===== config.mk =====
export PLATFORM = sky130hd
export DESIGN_NAME = mem_responder
export DESIGN_NICKNAME = d
export VERILOG_FILES = /design/src/rtl/mem_responder.sv
export SDC_FILE = /design/constraint.sdc
export NUM_CORES = 2
export LEC_CHECK = 0
export CORE_ASPECT_RATIO = 0.5
export CORE_UTILIZATION = 35
export DETAILED_ROUTE_END_ITERATION = 10
export MAX_ROUTING_LAYER = met4
export PLACE_DENSITY = 0.48
export SLEW_MARGIN = 10
export SYNTH_ARGS = -nofsm -noshare
export SYNTH_HDL_FRONTEND = slang
export SYNTH_SLANG_ARGS = --single-unit

===== constraint.sdc =====
create_clock -name clk -period 2.98 [get_ports clk]
set_clock_uncertainty 0.1 [all_clocks]
set_input_delay 0.894 -clock clk [delete_from_list [all_inputs] [get_ports clk]]
set_output_delay 0.894 -clock clk [all_outputs]
set_load 0.03 [all_outputs]

===== src/rtl/mem_responder.sv =====
// Word-addressed RAM slave for the memEN/RW/MFC bus: programmable wait states,
// four-phase completion handshake, and out-of-range address flagging.
module mem_responder #(
    parameter int unsigned ADDR_W      = 8,
    parameter int unsigned DATA_W      = 16,
    parameter int unsigned DEPTH       = 256,
    parameter int unsigned WAIT_CYCLES = 2
) (
    input  logic              clk,
    input  logic              rst,
    input  logic              memEN,
    input  logic              RW,
    input  logic [ADDR_W-1:0] addr,
    input  logic [DATA_W-1:0] data_in,
    output logic [DATA_W-1:0] data_out,
    output logic              MFC,
    output logic              addr_err
);

    if (WAIT_CYCLES < 1 || WAIT_CYCLES > 15) begin : g_bad_wait
        $error("mem_responder: WAIT_CYCLES must be in 1..15");
    end
    if (DEPTH < 1 || DEPTH > (64'd1 << ADDR_W)) begin : g_bad_depth
        $error("mem_responder: DEPTH must be in 1..2**ADDR_W");
    end

    localparam int unsigned IDX_W = (DEPTH > 1) ? $clog2(DEPTH) : 1;
    localparam logic [3:0] WAIT_C = WAIT_CYCLES[3:0];
    // One extra bit so DEPTH == 2**ADDR_W is representable.
    localparam logic [ADDR_W:0] DEPTH_C = DEPTH[ADDR_W:0];

    typedef enum logic [1:0] {StIdle, StBusy, StAck} state_e;

    state_e             state_q;
    logic [3:0]         cnt_q;
    logic [DATA_W-1:0]  mem [DEPTH];
    logic [IDX_W-1:0]   idx;
    logic               in_range;
    logic               access;
    logic               wr_en;

    always_comb begin
        idx      = addr[IDX_W-1:0];
        in_range = ({1'b0, addr} < DEPTH_C);
        access   = (state_q == StBusy) && memEN && (cnt_q == 4'd1);
        // Gate with rst so an aborted request can never commit its write.
        wr_en    = !rst && access && !RW && in_range;
    end

    // RAM contents survive reset, so the array has no reset branch.
    always_ff @(posedge clk) begin
        if (wr_en) begin
            mem[idx] <= data_in;
        end
    end

    always_ff @(posedge clk or posedge rst) begin
        if (rst) begin
            state_q  <= StIdle;
            cnt_q    <= 4'd0;
            MFC      <= 1'b0;
            data_out <= '0;
            addr_err <= 1'b0;
        end else begin
            unique case (state_q)
                StIdle: begin
                    if (memEN) begin
                        state_q <= StBusy;
                        cnt_q   <= WAIT_C;
                    end
                end
                StBusy: begin
                    if (!memEN) begin
                        state_q <= StIdle;
                        cnt_q   <= 4'd0;
                    end else if (cnt_q == 4'd1) begin
                        state_q  <= StAck;
                        cnt_q    <= 4'd0;
                        MFC      <= 1'b1;
                        addr_err <= !in_range;
                        if (RW) begin
                            data_out <= in_range ? mem[idx] : '0;
                        end
                    end else begin
                        cnt_q <= cnt_q - 4'd1;
                    end
                end
                StAck: begin
                    if (!memEN) begin
                        state_q  <= StIdle;
                        MFC      <= 1'b0;
                        addr_err <= 1'b0;
                    end
                end
                default: begin
                    state_q <= StIdle;
                end
            endcase
        end
    end

endmodule


==> impl_metrics.json <==
{
  "gp_congestion": 0.888,
  "p_sw_share_pct": 22.5,
  "finalSetupTns_ns": -0.155,
  "r2r_end": "data_out[11]$_DFFE_PP0P_",
  "synth_top_area_share_pct": 77.6,
  "synth_fa_ha_area_share_pct": 0.0158,
  "fmax_mhz": 327,
  "rsz0062_at_grt": "yes",
  "fp.dieArea_mm2": 0.456,
  "yosys.cell_types.count": 63,
  "drv_slew": 0,
  "worst_setup_path_start_kind": "input pin",
  "synth_commonest_cells": "edfxtp_1, mux4_2, mux2i_1",
  "cts_root_buffer": "clkbuf_16",
  "netlist_area_mm2": 0.159,
  "yosys_most_used_dff": "edfxtp_1",
  "drive_gt1_share_pct": 37.7,
  "worst_slew_pin_slew_ns": 0.863,
  "hp-start": "data_in[7]",
  "synth_compound_area_share_pct": 2.45,
  "netlist_top_cells_area": "edfxtp_1, mux4_2, mux2i_1, nor2_1, a22oi_1",
  "syn_nets": 7252,
  "synth-simple-area-share_pct": 1.97,
  "io_pins": 46,
  "slew_headroom_pct": 42.5,
  "drc": 0,
  "grt_pass1_wl_mm": 679,
  "pwr-share-clk_pct": 40.7,
  "maxCapViolations": 0,
  "r2r-start": "cnt_q[1]$_DFFE_PP0P_",
  "vdd_drop_max_mv": 0.481,
  "wl_per_cell_um": 32.5,
  "vias_per_cell": 5.43,
  "fin_crit_sh_pct": 103,
  "synthMuxAreaShare_pct": 16.1,
  "synth_top_family_by_area": "multiplexers",
  "synth_edf_count": 4096,
  "routed_wl_mm": 490,
  "min_to": "mem[70][7]$_DFFE_PP_",
  "tritoncts": "yes",
  "end_kind": "flip-flop",
  "worstPathMaxFanout": 9,
  "fin_area_mm2": 0.196,
  "ys_ff_latch": 4119,
  "synthArstFlopShare_pct": 0.558,
  "antenna_found_initial": 32,
  "cts_hold_buf": 0,
  "dr.pass1.iters": 6,
  "p_int_uw": 94300,
  "synth_xor_area_share_pct": 0,
  "power_frac_seq_pct": 52.7,
  "hold_depth": 1,
  "combPwrFrac_pct": 6.6,
  "yosys_warnings": 0,
  "drt.antenna.violating_nets": 0,
  "area_delta_synth_final_pct": 23.7,
  "vias": 81749,
  "grtUsageTotal_pct": 21.8,
  "worstPathRequired_ns": 3.72,
  "r2r_cells": 14,
  "failed_checks": "setup timing",
  "clock_path_buffers": 4,
  "synth.avg_cell_area_um2": 22.0,
  "postPlaceCellArea_mm2": 0.183,
  "clkLatencyLatePin_ns": 0.97,
  "reg2reg_slack_ns": 0.02,
  "fin_ws_ns": -0.0801,
  "crit_arrival_ns": 3.80,
  "numCtsBuffers": 390,
  "synth_cells": 7222,
  "switching_power_uw": 27400,
  "drt_iter0_drc": 9086,
  "grt_overflow": 0,
  "die_y_um": 478,
  "layout.nets": 8785,
  "dp_hpwl_mm": 326,
  "start_util_pct": 35.2,
  "grt_pass1_vias": 81685,
  "cts.htree.levels": 5,
  "power_density_mw_per_mm2": 620,
  "setup_viol": 5,
  "ys_seq_area_share_pct": 78.0,
  "layout_min_cycle_time_ns": 3.06,
  "io_buffers": 44,
  "core_mm2": 0.450,
  "die-width_um": 954,
  "run_status": "complete, but fails checks",
  "num_rows": 174,
  "path_clk_slew_ns": 0.07,
  "leakage_uw": 0.0634,
  "synth.largest_area_cell": "edfxtp_1",
  "finalHoldViolations": 0,
  "min_path_type": "in2reg",
  "clock_sinks": 4119,
  "path_class": "in2reg",
  "grt_max_degree": 101,
  "yosysMostFrequentCell": "edfxtp_1"
}
[state kept, by name (all words and copies together) (netlist names)]
register and cells:
state_q 2, cnt_q 4, data_out 16, MFC 1, mem 4096
[worst max path at each step]
stage / from / endpoint / slack [ns] / depth (start not counted)
2_1_floorplan: addr[5] / mem[54][0]$_DFFE_PP_ / -0.76 / 7
5_1_grt: cnt_q[1]$_DFFE_PP0P_ / data_out[11]$_DFFE_PP0P_ / -0.03 / 14
6_report: addr[0] / data_out[11]$_DFFE_PP0P_ / -0.08 / 12
3_3_place_gp: addr[0] / data_out[11]$_DFFE_PP0P_ / -1.65 / 12
3_5_place_dp: addr[0] / data_out[11]$_DFFE_PP0P_ / -1.61 / 12
4_1_cts: addr[0] / data_out[10]$_DFFE_PP0P_ / -0.08 / 14
[repair_timing]
action | 4_1_cts | 5_1_grt
gates cloned | 4 | 2
setup endpoints to repair | 3233 | 432
gates resized for setup | 116 | 71
pin swaps | 17 | 28
setup buffers | 11 | 26
[area by class of cell]
| class | instances | area (um^2) |
|---|---|---|
| fillers | 38676 | 254000 |
| flip-flops and latches | 4119 | 124000 |
| multi-input cells | 2679 | 34400 |
| repair buffers | 1555 | 18300 |
| clock buffers | 485 | 10300 |
| well taps | 5984 | 7490 |
| clock inverters | 218 | 2040 |
| inverters | 10 | 45.0 |
| diodes | 12 | 30.0 |
[per-layer routing]
layer	global-route usage [%]	routed length, um	vias up
met4	3.88	9340	0
met2	33.1	225000	2686
met1	32.0	226000	44951
li1	-	-	33595
met3	2.95	29500	517
met5	-	0	-
[critical path, stage by stage]
cell,delay [ns]
buf_16,0.15
buf_16,0.18
buf_12,0.17
buf_16,0.16
buf_4,0.12
mux4_2,0.52
mux4_2,0.65
nand3_1,0.16
nand2_1,0.10
nor4_4,0.41
buf_4,0.18
a21oi_1,0.05
[stage by stage]
step	total power [uW]	worst slack [ns]	instances	hold slack [ns]	util, %
after floorplan	68400	-0.765	7222	0.394	-
after global placement	73300	-1.65	14306	0.421	40.6
after detailed placement	73300	-1.61	14306	0.441	40.6
after CTS	123000	-0.0839	15023	0.150	43.4
after global routing	125000	-0.0296	15054	0.183	43.6
final	122000	-0.0801	15062	0.230	43.6
[cell families after synthesis]
group	Yosys count
flip-flops	4119
multiplexers	1388
AND/OR/NAND/NOR	713
AO/OA/AOI/OAI	575
buffers and inverters	424
adder cells (fa/ha/maj)	2
other	1
[power groups by stage]
stage	clock, uW	combinational, uW	sequential, uW
after global routing	52700	8350	64100
after floorplan	0	3060	65300
after CTS	50500	7990	64200
after global placement	0	7880	65400
final	49500	8020	64100
after detailed placement	0	7920	65400
[placed cells by master (no fill, tap or decap), types with 12 or more instances in the layout]
| master | synthesis | routed |
|---|---|---|
| edfxtp_1 | 4096 | 4096 |
| buf_4 | 81 | 993 |
| mux4_2 | 931 | 931 |
| buf_12 | 0 | 484 |
| mux2i_1 | 428 | 423 |
| clkbuf_16 | 0 | 397 |
| nand2_1 | 198 | 180 |
| nor2_2 | 0 | 158 |
| a22oi_1 | 139 | 132 |
| a21oi_1 | 121 | 111 |
| o22ai_1 | 100 | 93 |
| nor2_4 | 0 | 90 |
| clkinv_1 | 0 | 83 |
| clkbuf_1 | 121 | 83 |
| clkinv_2 | 0 | 73 |
| nor2_1 | 316 | 68 |
| a32oi_1 | 48 | 47 |
| o21ai_0 | 54 | 45 |
| nand3_1 | 44 | 38 |
| bufinv_16 | 0 | 32 |
| mux2_2 | 29 | 29 |
| a211oi_1 | 32 | 28 |
| nor3_1 | 40 | 24 |
| buf_6 | 33 | 21 |
| buf_8 | 0 | 18 |
| nor2b_1 | 21 | 16 |
| nand4_1 | 16 | 16 |
| dfrtp_1 | 23 | 13 |
| nand2b_1 | 14 | 13 |
| diode_2 | 0 | 12 |
Note: power is estimated with default switching activity, not from simulation.
